==> config.mk <==
export PLATFORM = sky130hd
export DESIGN_NAME = alu32_exec_stage
export DESIGN_NICKNAME = d
export VERILOG_FILES = /design/src/rtl/alu32_exec_stage.sv
export SDC_FILE = /design/constraint.sdc
export NUM_CORES = 1
export LEC_CHECK = 0
export ABC_AREA = 1
export BUFFER_PORTS_ARGS = -buffer_cell sky130_fd_sc_hd__buf_2
export CAP_MARGIN = 15
export CORE_ASPECT_RATIO = 1.1
export CORE_MARGIN = 5
export CORE_UTILIZATION = 50
export CTS_CLUSTER_SIZE = 30
export DETAILED_ROUTE_END_ITERATION = 7
export GPL_TIMING_DRIVEN = 0
export PLACE_DENSITY = 0.69
export SLEW_MARGIN = 20
export SYNTH_ARGS = -nofsm -noshare
export SYNTH_HDL_FRONTEND = slang
export SYNTH_SLANG_ARGS = --single-unit
export TNS_END_PERCENT = 10
==> constraint.sdc <==
create_clock -name clk -period 4.2 [get_ports clk]
set_input_delay 0.21 -clock clk [delete_from_list [all_inputs] [get_ports clk]]
set_output_delay 0.21 -clock clk [all_outputs]
set_load 0.02 [all_outputs]
==> src/rtl/alu32_exec_stage.sv <==
// rtl/alu32_exec_stage.sv - 32-bit ALU execute stage with iterative shifter and valid/ready handshake
//
// Ports:
//   clk, rst              rising-edge clock, synchronous active-high reset
//   in_valid / in_ready   request handshake (op_sel, a, b sampled on accept)
//   op_sel                one-hot op: [0]AND [1]OR [2]ADD [3]SUB [4]XOR [5]SLT [6]SLL [7]SRL
//   a, b                  operands; b[CNT_W-1:0] is the shift amount
//   out_valid / out_ready result handshake
//   result                registered result
//   zero, carry, overflow registered flags
//   op_err                op_sel was not exactly one-hot
module alu32_exec_stage #(
    parameter int WIDTH = 32,
    parameter int CNT_W = 5
) (
    input  logic             clk,
    input  logic             rst,
    input  logic             in_valid,
    output logic             in_ready,
    input  logic [7:0]       op_sel,
    input  logic [WIDTH-1:0] a,
    input  logic [WIDTH-1:0] b,
    output logic             out_valid,
    input  logic             out_ready,
    output logic [WIDTH-1:0] result,
    output logic             zero,
    output logic             carry,
    output logic             overflow,
    output logic             op_err
);

    typedef enum logic [1:0] {
        IDLE  = 2'd0,
        SHIFT = 2'd1,
        DONE  = 2'd2
    } state_t;

    state_t state, state_next;

    logic [WIDTH-1:0] shreg;
    logic [CNT_W-1:0] cnt;
    logic             shift_right;

    logic             one_hot;
    logic             is_shift;
    logic             accept;
    logic             is_sub;
    logic [WIDTH-1:0] b_eff;
    logic [WIDTH:0]   sum;
    logic [WIDTH-1:0] alu_r;
    logic             alu_c;
    logic             alu_v;

    assign in_ready  = (state == IDLE) && !rst;
    assign out_valid = (state == DONE);
    assign accept    = in_valid && in_ready;

    // Exactly one bit set: non-zero and clearing the lowest set bit leaves nothing.
    assign one_hot  = (op_sel != 8'h00) && ((op_sel & (op_sel - 8'h01)) == 8'h00);
    assign is_shift = one_hot && (op_sel[6] || op_sel[7]);

    // SUB shares the adder as a + ~b + 1 so carry means "no borrow".
    assign is_sub = op_sel[3];
    assign b_eff  = is_sub ? ~b : b;
    assign sum    = {1'b0, a} + {1'b0, b_eff} + {{WIDTH{1'b0}}, is_sub};

    always_comb begin
        alu_r = '0;
        alu_c = 1'b0;
        alu_v = 1'b0;
        if (one_hot) begin
            if (op_sel[0]) alu_r = a & b;
            if (op_sel[1]) alu_r = a | b;
            if (op_sel[4]) alu_r = a ^ b;
            if (op_sel[5]) alu_r = {{(WIDTH-1){1'b0}}, ($signed(a) < $signed(b))};
            if (op_sel[2]) begin
                alu_r = sum[WIDTH-1:0];
                alu_c = sum[WIDTH];
                alu_v = (a[WIDTH-1] == b[WIDTH-1]) && (sum[WIDTH-1] != a[WIDTH-1]);
            end
            if (op_sel[3]) begin
                alu_r = sum[WIDTH-1:0];
                alu_c = sum[WIDTH];
                alu_v = (a[WIDTH-1] != b[WIDTH-1]) && (sum[WIDTH-1] != a[WIDTH-1]);
            end
        end
    end

    always_ff @(posedge clk) begin
        if (rst) state <= IDLE;
        else     state <= state_next;
    end

    always_comb begin
        state_next = state;
        case (state)
            IDLE:    if (accept) state_next = is_shift ? SHIFT : DONE;
            SHIFT:   if (cnt == '0) state_next = DONE;
            DONE:    if (out_ready) state_next = IDLE;
            default: state_next = IDLE;
        endcase
    end

    always_ff @(posedge clk) begin
        if (rst) begin
            shreg       <= '0;
            cnt         <= '0;
            shift_right <= 1'b0;
            result      <= '0;
            zero        <= 1'b0;
            carry       <= 1'b0;
            overflow    <= 1'b0;
            op_err      <= 1'b0;
        end else begin
            case (state)
                IDLE: begin
                    if (accept) begin
                        if (is_shift) begin
                            shreg       <= a;
                            cnt         <= b[CNT_W-1:0];
                            shift_right <= op_sel[7];
                        end else begin
                            // A non-one-hot op_sel leaves alu_r at 0, so zero comes out 1.
                            result   <= alu_r;
                            zero     <= (alu_r == '0);
                            carry    <= alu_c;
                            overflow <= alu_v;
                            op_err   <= !one_hot;
                        end
                    end
                end
                SHIFT: begin
                    if (cnt != '0) begin
                        shreg <= shift_right ? (shreg >> 1) : (shreg << 1);
                        cnt   <= cnt - CNT_W'(1);
                    end else begin
                        result   <= shreg;
                        zero     <= (shreg == '0);
                        carry    <= 1'b0;
                        overflow <= 1'b0;
                        op_err   <= 1'b0;
                    end
                end
                default: ;
            endcase
        end
    end

endmodule

---- After elaboration in Yosys (flattened, before gate mapping) ----
Cells that the tools add are included.
storage, ports and cells
  bits in writable memories ............... 0
  output and inout port bits .............. 38
  bits in registers ....................... 76
  memory bits (read-only) ................. 0
  latch bits .............................. 0
  memories ................................ 0
  input bits .............................. 76
  logic and storage cells ................. 98
cells by class
  reductions and logical operators ........ 21
  magnitude comparators ................... 1
  shift operators ......................... 0
  $add $sub $neg .......................... 4
  muxes and demuxes ....................... 46
  bitwise operators ....................... 5
  multiply operators ...................... 0
  div/mod/pow operators ................... 0
  eq/ne operators ......................... 12
operators by type and width
  operator             number
  $mux 32              15
  $pmux 32 s2          2
  $logic_not 32->1     2
  $add 32x32->33       1
  $add 33x1->33        1
  $and 32x32->32       1
  $lt 32x32->1         1
  $not 32->32          1
  $or 32x32->32        1
  $xor 32x32->32       1
  $mux 1               16
  $mux 5               3
  $ne 2x2->1 const B   6
  $pmux 5 s2           1
  $and 8x8->8          1
  $logic_not 8->1      1
  $mux 2               4
  $pmux 1 s2           4
  $reduce_and 4->1     2
  $reduce_bool 8->1    1
  $sub 8x1->8 const B  1
  $logic_and 1x1->1    6
  $pmux 2 s3           1
  $reduce_and 3->1     2
  12 further kinds     14

---- Logic depth before layout (Yosys ltp) ----
Gate-level depths: netlist (run 1).
  depth after elaboration ................. 12
  depth in mapped cells ................... 24

---- Worst setup path before layout (run 1) ----
Ideal clock, no wire load.
  kind .................................... input port to flip-flop
  from .................................... input port op_sel[3]
  to ...................................... register zero
  path slack .............................. 1.556 ns
  stages on the path ...................... 18
  data required time ...................... 4.130 ns
  data arrival time ....................... 2.574 ns
  setup time .............................. 0.070 ns
  path buffers ............................ 2
  cells stage by stage .................... buf_6 buf_1 xor2_1 ha_1 or2_0 and2_1 or2_0 nand3_1 nand2_1 nand2_1 nand2_1 nor2_1 nand3_1 nor2_1 nand3_1 nor2_1 nand4_1 a21oi_1
on the way
  longest elaborated chain between the ends .. 10
  elaborated cells between the ends (all ways) .. 18
ends and longest elaborated chain
  item                  RTL line  text
  from (decl)           20        input logic [7:0] op_sel,
  $mux 32               64        assign b_eff = is_sub ? ~b : b;
  $add 32x32->33        65        assign sum = {1'b0, a} + {1'b0, b_eff} + {{WIDTH{1'b0}}, is_sub};
  $add 33x1->33         65
  $mux 32               76        if (op_sel[2]) begin
  $mux 32               81        if (op_sel[3]) begin
  $mux 32               71        if (one_hot) begin
  $logic_not 32->1      125       zero <= (alu_r == '0);
  $mux 1                118       if (is_shift) begin
  $mux 1                117       if (accept) begin
  $pmux 1 s2            115       case (state)
  to (signal assigned)  125
  to (signal assigned)  138       zero <= (shreg == '0);
  to (decl)             26        output logic zero,
Several ways; a longest one is shown, not always the timed one. The select of a mux whose other input is x is not followed.
A chain may end at the register's enable or synchronous reset.

---- Worst setup path in the final report (run 1) ----
Same ends and word-level chain as after synthesis.

==> impl_metrics.py, run 1 <==
metrics = {
    "status": {
        "outcome": "completed",
    },
    "drt": {
        "drtAntennaViolNets": 0,
        "drt_drc_violations_left": 0,
        "routed_wirelength_mm": 33.6,
        "detailroute.via_count": 10500,
        "drt_iter0_markers": 850,
        "route.detailed.vias_per_inst": 5.71,
        "drt_pre_antenna_iters": 5,
        "avgRoutedWirePerCell_microns": 18.3,
    },
    "worst_setup_path": {
        "cpPeakStageDelay_ns": 0.72,
        "path_delay_family": "simple AND/OR/NAND/NOR gates",
        "worstPathArrival_ns": 3.73,
        "worst_r2r_endpoint": "result[29]$_SDFFE_PP0P_",
        "slowest_stage": "buf_1",
        "critical_path.n_buffers_inverters": 2,
        "critical_path.startpoint_type": "primary input",
        "timing.critical_path.mode_cell": "nand3_1",
        "crit_chain": "buf_6, buf_1, xor2_1, ha_1, a21oi_1, a21boi_0, nand3_1, nand3_1, nand3_1, nand3_1, nand2_1, nand2_1, nand3_1, nor2_1, nand4_1, a21oi_1",
        "startpoint": "op_sel[3]",
        "r2r_slack_ns": 1.60,
        "timing.reg2reg.worst_path_depth": 9,
        "crit_path_end_kind": "register",
        "path_class": "primary input to register",
        "crit_fanout": 10,
        "worst_ep_required_time_ns": 4.46,
        "r2r-start": "state[0]$_SDFFE_PP0P_",
    },
    "placed_design": {
        "numPortBuffers": 112,
        "dpl-instance-area_sq_mm": 0.0100,
        "place_inst": 1819,
        "post-place-ws_ns": 0.440,
        "dpl.hpwl_mm": 27.5,
        "finalWeightedCongestion": 0.971,
    },
    "clock_network": {
        "h-tree-depth": 3,
        "cts_made_buffers": 9,
        "postCtsSetupRepairBufs": 0,
        "clock-root-buffer": "clkbuf_16",
        "max_buffers_root_to_sink": 2,
        "worstSkewPairLatency_ns": 0.33,
        "clk_pin_slew_worst_paths_ns": 0.06,
        "cts_tree": "yes",
        "cts_hold_buf": 0,
        "post_cts_resized": 0,
        "clock_sink_count": 76,
    },
    "sta": {
        "final-hold-violation-count": 0,
        "tightest_slew_ns": 0.941,
        "final_cycle_share": 0.825,
        "unrepaired_setup_endpoints_after_global_routing": "no",
        "fin_ws_ns": 0.733,
        "clock_skew_ns": 0.00413,
        "period_minus_slack_ns": 3.47,
        "report.final.slew_viol_count": 0,
        "finalSetupViolCount": 0,
        "worst_slew_margin_rel": 0.373,
        "finalSetupTns_ns": 0,
        "f_max_mhz": 288,
    },
    "synth": {
        "asyncSetResetFlopFracSynth": 0,
        "synth-seq-area-share": 0.166,
        "synthFlopType": "dfxtp_1",
        "synth_enable_flop_cells": 0,
        "yosys_warnings": 0,
        "netlist_area_sq_mm": 0.00916,
        "ys_ff_latch": 76,
        "yosysUniqueCellTypes": 45,
        "postSynthNetCount": 1670,
        "netlist_instances": 1464,
        "syn_avg_cell_area_sq_um": 6.25,
    },
    "pwr": {
        "power_per_cell_area_mw_per_mm2": 245,
        "totalPowerFinal_mw": 2.52,
        "p_leak_nw": 5.04,
        "max-vdd-ir-drop_uv": 296,
    },
    "global_route": {
        "grt_usage": 0.304,
        "first_pass_grt_wire_length_mm": 52.2,
        "globalRoute.totalOverflow": 0,
        "grt_start_max_net_pins": 12,
        "number_of_antenna_violations_at_the_first_check_in_global_routing": 0,
        "grt_pass1_vias": 9803,
    },
    "hold_path": {
        "hold_path_class": "primary input to register",
        "worstHoldStart": "rst",
        "holdPathEnd": "cnt[1]$_SDFFE_PP0P_",
        "timing.hold.worst_path_depth": 2,
    },
    "die": {
        "floorplan.initialDensity": 0.503,
        "die-area_sq_mm": 0.0211,
        "ios": 114,
        "floorplan.die.height_microns": 152,
        "core_area_sq_mm": 0.0182,
        "die_x_microns": 139,
        "placement_rows": 52,
    },
    "finish": {
        "non_filler_cells_in_the_finished_layout": 1834,
        "finalNetCount": 1793,
        "most_common_cell_after_layout_fill_and_taps_aside": "nand2_1",
        "filler_cell_count": 1931,
        "diodes": 0,
        "area_growth_syn_to_layout_pct": 12.4,
        "share_of_layout_cells_above_drive_strength_1": 0.111,
        "finish.instance_area_sq_mm": 0.0103,
        "mostFrequentLayoutCells": "nand2_1 (304), a21oi_1 (192), inv_1 (184), buf_2 (130), ha_1 (129)",
    },
    "run": {
        "max_cap_viol_count": 0,
    },
}
-- worst max-delay path by stage --
stage	cells after the start	slack (ns)	endpoint
finish	16	0.73	zero$_SDFFE_PP0P_
global route	16	0.52	zero$_SDFFE_PP0P_
CTS	16	0.78	zero$_SDFFE_PP0P_
detailed placement	16	0.44	zero$_SDFFE_PP0P_
global placement	16	0.45	zero$_SDFFE_PP0P_
floorplan	18	1.56	zero$_SDFFE_PP0P_
-- power by group --
group	switching [mW]	internal [mW]
sequential	0.0215	0.750
combinational	0.697	0.343
clock	0.285	0.427
-- metrics by stage --
stage / util / hold WS [ns]
floorplan: - / 0.288
global placement: 0.550 / 0.443
detailed placement: 0.550 / 0.449
CTS: 0.565 / 0.100
global route: 0.565 / 0.126
finish: 0.565 / 0.102
-- sequential cells by signal, indices dropped and copies added, names as in the netlist --
name and count:
zero 1, state 2, cnt 5, shreg 32
shift_right 1, carry 1, op_err 1, result 32
overflow 1
-- worst register-to-register path, cell delays in order, from the launching register on --
cell and delay (ns):
dfxtp_1 0.34, inv_1 0.04, nor2_1 0.47, inv_1 0.32, o21ai_0 0.27, o21ai_2 0.10, inv_2 0.16, clkbuf_1 0.47
o211ai_1 0.21, a21oi_1 0.15
-- layer usage --
| layer | wire, microns | up-vias | global-route usage |
|---|---|---|---|
| li1 | - | 5145 | - |
| met1 | 14600 | 4800 | 0.412 |
| met2 | 15500 | 445 | 0.504 |
| met3 | 2450 | 74 | 0.0305 |
| met4 | 1060 | 0 | 0.110 |
| met5 | 0 | - | 0 |
-- synthesized netlist by cell type (2+ instances only) --
cell type  instances  area [sq um]
o21ai_2            2          17.5
a22oi_1           28           210
a31oi_1            6          37.5
nor2_2             6          37.5
nand3_1           78           390
nor3_1            11          55.1
buf_2             18          90.1
o211ai_1          46           345
xor2_1            34           298
a21oi_1          192           961
buf_1              9          33.8
inv_2              9          33.8
xnor2_1            3          26.3
nand3b_1          11          82.6
o21ai_0          112           561
dfxtp_1           76          1520
clkbuf_1          31           116
nand4_1            7          43.8
nand2_2            5          31.3
o21bai_1           6          45.0
a21boi_0           2          15.0
nand2_1          304          1140
nor4_1             9          56.3
a211oi_1           2          15.0
o21ai_1            9          45.0
buf_6              2          22.5
buf_4              5          37.5
ha_1             129          1610
nor2_1           110           413
a21o_1             3          22.5
or2_0              2          12.5
inv_1            184           691
-- logic make-up after synthesis --
| group | share of synthesized area |
|---|---|
| compound gates | 0.256 |
| simple gates | 0.252 |
| xor+xnor | 0.0354 |
| fa+ha+maj | 0.178 |
| buf+inv | 0.112 |
| flops | 0.166 |
-- layout make-up --
| class | count | area (sq um) | area share |
|---|---|---|---|
| clock buffer | 13 | 260 | 0.0253 |
| clock inverter | 2 | 10.0 | 0.000973 |
| timing repair buffer | 112 | 561 | 0.0545 |
| inverter | 193 | 724 | 0.0704 |
| sequential | 76 | 1520 | 0.148 |
| buffer | 65 | 300 | 0.0292 |
| tap | 243 | 304 | 0.0295 |
| multi-input combinational | 1130 | 6610 | 0.642 |
(Power assumes the default switching activity.)
==> run 2, diff against run 1 <==
==> constraint.sdc (replaced) <==
create_clock -name clk -period 3.4 [get_ports clk]
set_input_delay 0.17 -clock clk [delete_from_list [all_inputs] [get_ports clk]]
set_output_delay 0.17 -clock clk [all_outputs]
set_load 0.02 [all_outputs]
==> run 2 against run 1 <==
Against the previous run:
- register-to-register slack worse by 0.80 ns
- critical path depth unchanged
- sequential share of layout area about the same
- largest power group unchanged
- combinational power up 23%
- clock power up 23%
- highest routed layer unchanged
==> impl_metrics.py, run 2 (synthesis results as in run 1) <==
metrics = {
    "drt": {
        "drtAntennaViolNets": 0,
        "route.detailed.vias_per_inst": 5.72,
        "detailroute.via_count": 10500,
        "drt_pre_antenna_iters": 5,
        "drt_iter0_markers": 845,
        "drt_drc_violations_left": 0,
        "routed_wirelength_mm": 33.5,
        "avgRoutedWirePerCell_microns": 18.3,
    },
    "pwr": {
        "max-vdd-ir-drop_uv": 366,
        "swShare": 0.397,
        "p_leak_nw": 5.05,
        "power_per_cell_area_mw_per_mm2": 303,
        "comb_power_share": 0.412,
        "internal_mw": 1.88,
        "p_switching_mw": 1.24,
        "power_frac_clock": 0.282,
        "relative_contribution_of_sequential_cells_to_total_power": 0.306,
    },
    "die": {
        "core_area_sq_mm": 0.0182,
        "ios": 114,
        "die_x_microns": 139,
        "placement_rows": 52,
        "floorplan.die.height_microns": 152,
        "die-area_sq_mm": 0.0211,
        "floorplan.initialDensity": 0.503,
    },
    "global_route": {
        "grt_usage": 0.304,
        "number_of_antenna_violations_at_the_first_check_in_global_routing": 0,
        "globalRoute.totalOverflow": 0,
        "first_pass_grt_wire_length_mm": 52.2,
        "grt_pass1_vias": 9803,
        "grt_start_max_net_pins": 12,
    },
    "worst_setup_path": {
        "timing.critical_path.mode_cell": "nand3_1",
        "crit_fanout": 10,
        "crit_path_end_kind": "register",
        "crit_chain": "buf_6, clkbuf_2, xor2_1, ha_1, a21oi_1, a21boi_0, nand3_1, nand3_1, nand3_1, nand3_1, nand2_1, nand2_1, nand3_1, nor2_1, nand4_1, a21oi_1",
        "path_class": "primary input to register",
        "worstPathArrival_ns": 3.34,
        "worst_ep_required_time_ns": 3.66,
        "r2r_slack_ns": 0.80,
        "critical_path.startpoint_type": "primary input",
        "cpPeakStageDelay_ns": 0.41,
        "slowest_stage": "clkbuf_2",
    },
    "clock_network": {
        "clock_sink_count": 76,
        "clock-root-buffer": "clkbuf_16",
        "cts_made_buffers": 9,
        "cts_tree": "yes",
        "clk_pin_slew_worst_paths_ns": 0.06,
        "h-tree-depth": 3,
        "max_buffers_root_to_sink": 2,
        "worstSkewPairLatency_ns": 0.33,
        "postCtsSetupRepairBufs": 0,
    },
    "placed_design": {
        "numPortBuffers": 112,
        "finalWeightedCongestion": 0.971,
        "dpl.hpwl_mm": 27.5,
    },
    "finish": {
        "reg.largest.list": "result x32, shreg x32, cnt x5",
        "seqCellArea_sq_mm": 0.00152,
        "share_of_layout_cells_above_drive_strength_1": 0.113,
        "most_common_cell_after_layout_fill_and_taps_aside": "nand2_1",
        "area_growth_syn_to_layout_pct": 12.4,
        "finalNetCount": 1793,
        "fin_util": 0.565,
        "footprint_of_the_multi_input_gates_sq_mm": 0.00661,
        "diodes": 0,
        "filler_cell_count": 1929,
        "mostFrequentLayoutCells": "nand2_1 (304), a21oi_1 (192), inv_1 (184), buf_2 (130), ha_1 (129)",
    },
    "sta": {
        "clock_skew_ns": 0.00397,
        "unrepaired_setup_endpoints_after_global_routing": "no",
        "worst_slew_margin_rel": 0.596,
        "final_cycle_share": 0.905,
        "period_minus_slack_ns": 3.08,
        "tightest_slew_ns": 0.598,
        "f_max_mhz": 325,
        "finalSetupViolCount": 0,
        "final-hold-violation-count": 0,
        "report.final.slew_viol_count": 0,
        "fin_hold_ws_ns": 0.0620,
    },
    "hold_path": {
        "hold_path_class": "primary input to register",
    },
    "status": {
        "outcome": "completed",
    },
    "run": {
        "max_cap_viol_count": 0,
    },
}
-- run 2: cell types whose count changed in the layout (fill, tap and decap cells not counted) --
| cell | change |
|---|---|
| clkbuf_2 | +3 |
| buf_1 | -3 |
-- run 2: repair_timing --
action / CTS / global route
resized for setup: 0 / 5
setup endpoints to repair: 0 / 3
hold buffers: 0 / 0
hold endpoints to repair: 0 / 0
-- run 2: metal layers --
layer / share of wire / wire (microns) / up-vias / track usage
met1: 0.43 / 14400 / 4799 / 0.412
met5: 0 / 0 / - / 0
met4: 0.033 / 1110 / 0 / 0.110
li1: - / - / 5142 / -
met3: 0.077 / 2570 / 79 / 0.0305
met2: 0.46 / 15400 / 462 / 0.504
-- run 2: stage by stage --
step,std cells,power [mW],setup slack [ns],cell area (sq um),setup TNS (ns)
floorplan,1464,1.81,0.796,9160,0
global placement,1819,2.22,-0.307,10000,-0.455
detailed placement,1819,2.23,-0.320,10000,-0.484
CTS,1834,3.10,0.0194,10300,0
global route,1834,3.32,0.103,10300,0
finish,1834,3.12,0.324,10300,0
-- run 2: layout make-up --
class                   count  area share
well taps                 243      0.0295
repair buffers            112      0.0545
inverters                 193      0.0704
flip-flops and latches     76       0.148
plain buffers              65      0.0295
multi-input cells        1130       0.642
clock buffers              13      0.0253
clock inverters             2    0.000972
-- run 2: final timing paths --
| path | endpoint | cells after the start | start |
|---|---|---|---|
| worst min register to register | op_err$_SDFFE_PP0P_ | 2 | op_err$_SDFFE_PP0P_ |
| worst max-delay path | zero$_SDFFE_PP0P_ | 16 | op_sel[3] |
| worst max register to register | result[29]$_SDFFE_PP0P_ | 9 | state[0]$_SDFFE_PP0P_ |
| worst min-delay path | cnt[1]$_SDFFE_PP0P_ | 2 | rst |
-- run 2: power by group through the flow --
| stage | Sequential, mW | Combinational (mW) | Clock [mW] |
|---|---|---|---|
| floorplan | 0.987 | 0.823 | 0 |
| global placement | 0.971 | 1.25 | 0 |
| detailed placement | 0.971 | 1.26 | 0 |
| CTS | 0.952 | 1.26 | 0.885 |
| global route | 0.957 | 1.43 | 0.927 |
| finish | 0.953 | 1.28 | 0.878 |
-- run 2: worst max-delay path: cells and delay by family --
family	cells	cell delay, ns
AND/OR/NAND/NOR	9	1.28
XOR/XNOR	1	0.20
AO/OA/AOI/OAI	3	0.80
adder cells (fa/ha/maj)	1	0.30
buffers and inverters	2	0.57
==> run 3, diff against run 2 <==
--- a/config.mk
+++ b/config.mk
@@ -14,7 +14,8 @@
 export CTS_CLUSTER_SIZE = 30
 export DETAILED_ROUTE_END_ITERATION = 7
 export GPL_TIMING_DRIVEN = 0
-export PLACE_DENSITY = 0.69
+export PLACE_DENSITY = 0.79
+export SETUP_SLACK_MARGIN = 0.4
 export SLEW_MARGIN = 20
 export SYNTH_ARGS = -nofsm -noshare
 export SYNTH_HDL_FRONTEND = slang
==> run 3 against run 2 <==
Against the previous run:
- die area did not move
- final area up 0.39%
- global-route usage down 0.50 points
- first-iteration DRC count up 11%
- via count grew 1.8%
- worst hold slack improved by 0.0034 ns
- worst setup slack improved by 0.18 ns
- final cell count about the same
- fmax up 6.3%
- critical path type unchanged
==> impl_metrics.py, run 3 (synthesis results as in run 1) <==
metrics = {
    "status": {
        "outcome": "completed",
    },
    "die": {
        "die_x_microns": 139,
        "ios": 114,
        "floorplan.die.height_microns": 152,
        "floorplan.initialDensity": 0.503,
        "core_area_sq_mm": 0.0182,
        "placement_rows": 52,
        "die-area_sq_mm": 0.0211,
    },
    "run": {
        "max_cap_viol_count": 0,
    },
    "global_route": {
        "grt_start_max_net_pins": 13,
        "grt_usage": 0.299,
        "globalRoute.totalOverflow": 0,
        "number_of_antenna_violations_at_the_first_check_in_global_routing": 1,
        "first_pass_grt_wire_length_mm": 51.6,
        "grt_pass1_vias": 10000,
    },
    "worst_setup_path": {
        "slowest_stage": "ha_1",
        "cpPeakStageDelay_ns": 0.36,
        "timing.critical_path.mode_cell": "nand2_1",
        "worstPathArrival_ns": 3.16,
        "crit_chain": "buf_6, clkbuf_4, xor2_1, ha_1, nand2_1, nor2_1, inv_1, nor3_1, nand3_1, nand2_1, nand2_1, nand3_1, nand2_1, nand2_1, nand3_1, nor2_1, nand4_1, a21oi_1",
        "critical_path.n_buffers_inverters": 3,
        "crit_path_end_kind": "register",
        "path_delay_family": "simple AND/OR/NAND/NOR gates",
        "worst_ep_required_time_ns": 3.67,
        "path_class": "primary input to register",
        "crit_fanout": 10,
        "critical_path.startpoint_type": "primary input",
    },
    "sta": {
        "tightest_slew_ns": 0.655,
        "finalSetupTns_ns": 0,
        "final_cycle_share": 0.851,
        "fin_ws_ns": 0.507,
        "finalSetupViolCount": 0,
        "worst_slew_margin_rel": 0.558,
        "clock_skew_ns": 0.00733,
        "fin_hold_ws_ns": 0.0653,
        "period_minus_slack_ns": 2.89,
        "final-hold-violation-count": 0,
        "f_max_mhz": 346,
        "unrepaired_setup_endpoints_after_global_routing": "no",
        "report.final.slew_viol_count": 0,
    },
    "finish": {
        "share_of_layout_cells_above_drive_strength_1": 0.114,
        "reg.largest.list": "result x32, shreg x32, cnt x5",
        "finalNetCount": 1793,
        "most_common_cell_after_layout_fill_and_taps_aside": "nand2_1",
        "area_growth_syn_to_layout_pct": 12.9,
        "fin_util": 0.567,
        "diodes": 0,
        "finish.instance_area_sq_mm": 0.0103,
        "mostFrequentLayoutCells": "nand2_1 (304), a21oi_1 (192), inv_1 (184), buf_2 (130), ha_1 (129)",
        "non_filler_cells_in_the_finished_layout": 1835,
    },
    "drt": {
        "detailroute.via_count": 10700,
        "route.detailed.vias_per_inst": 5.82,
        "drt_pre_antenna_iters": 8,
        "avgRoutedWirePerCell_microns": 18.2,
        "drt_iter0_markers": 942,
        "routed_wirelength_mm": 33.4,
        "drt_drc_violations_left": 0,
        "drtAntennaViolNets": 0,
    },
    "placed_design": {
        "dpl.hpwl_mm": 27.4,
        "numPortBuffers": 112,
        "dpl-instance-area_sq_mm": 0.0100,
        "finalWeightedCongestion": 1.01,
        "place_inst": 1819,
        "post-place-ws_ns": -0.155,
    },
    "clock_network": {
        "h-tree-depth": 3,
        "postCtsSetupRepairBufs": 0,
        "cts_tree": "yes",
        "max_buffers_root_to_sink": 2,
        "clock_sink_count": 76,
        "clk_pin_slew_worst_paths_ns": 0.06,
        "clock-root-buffer": "clkbuf_16",
        "cts_made_buffers": 9,
        "worstSkewPairLatency_ns": 0.34,
    },
    "pwr": {
        "p_leak_nw": 5.07,
        "totalPowerFinal_mw": 3.21,
        "power_per_cell_area_mw_per_mm2": 311,
        "max-vdd-ir-drop_uv": 409,
    },
    "hold_path": {
        "hold_path_class": "primary input to register",
    },
}
## run 3: where the power goes
group | internal (mW) | leakage (nW) | total [mW] | switching [mW]
combinational | 0.426 | 4.30 | 1.29 | 0.863
clock | 0.603 | 0.155 | 0.971 | 0.368
sequential | 0.927 | 0.617 | 0.954 | 0.0277
total | 1.96 | 5.07 | 3.21 | 1.26
## run 3: path summary, 6_finish.rpt
| check | from | end | slack, ns | cells after the start |
|---|---|---|---|---|
| worst max-delay path | op_sel[3] | zero$_SDFFE_PP0P_ | 0.51 | 18 |
| worst min-delay path | rst | cnt[1]$_SDFFE_PP0P_ | 0.07 | 2 |
| worst max register to register | state[0]$_SDFFE_PP0P_ | result[29]$_SDFFE_PP0P_ | 0.91 | 9 |
| worst min register to register | op_err$_SDFFE_PP0P_ | op_err$_SDFFE_PP0P_ | 0.47 | 2 |
## run 3: per-layer routing
| metal | global-route usage | vias up | wire (microns) |
|---|---|---|---|
| li1 | - | 5134 | - |
| met1 | 0.385 | 4900 | 13700 |
| met2 | 0.508 | 544 | 15400 |
| met3 | 0.0390 | 92 | 2890 |
| met4 | 0.119 | 2 | 1350 |
| met5 | 0 | - | 12 |
## run 3: timing repair
item                       4_1_cts  5_1_grt
gates resized for setup          4        7
hold buffers                     0        0
setup endpoints to repair        3        5
## run 3: layout make-up
cell class	count	area [sq um]
fillers	1885	7880
inverters	193	724
clock inverters	5	50.0
multi-input cells	1130	6610
well taps	243	304
plain buffers	65	312
repair buffers	112	561
flip-flops and latches	76	1520
clock buffers	11	253
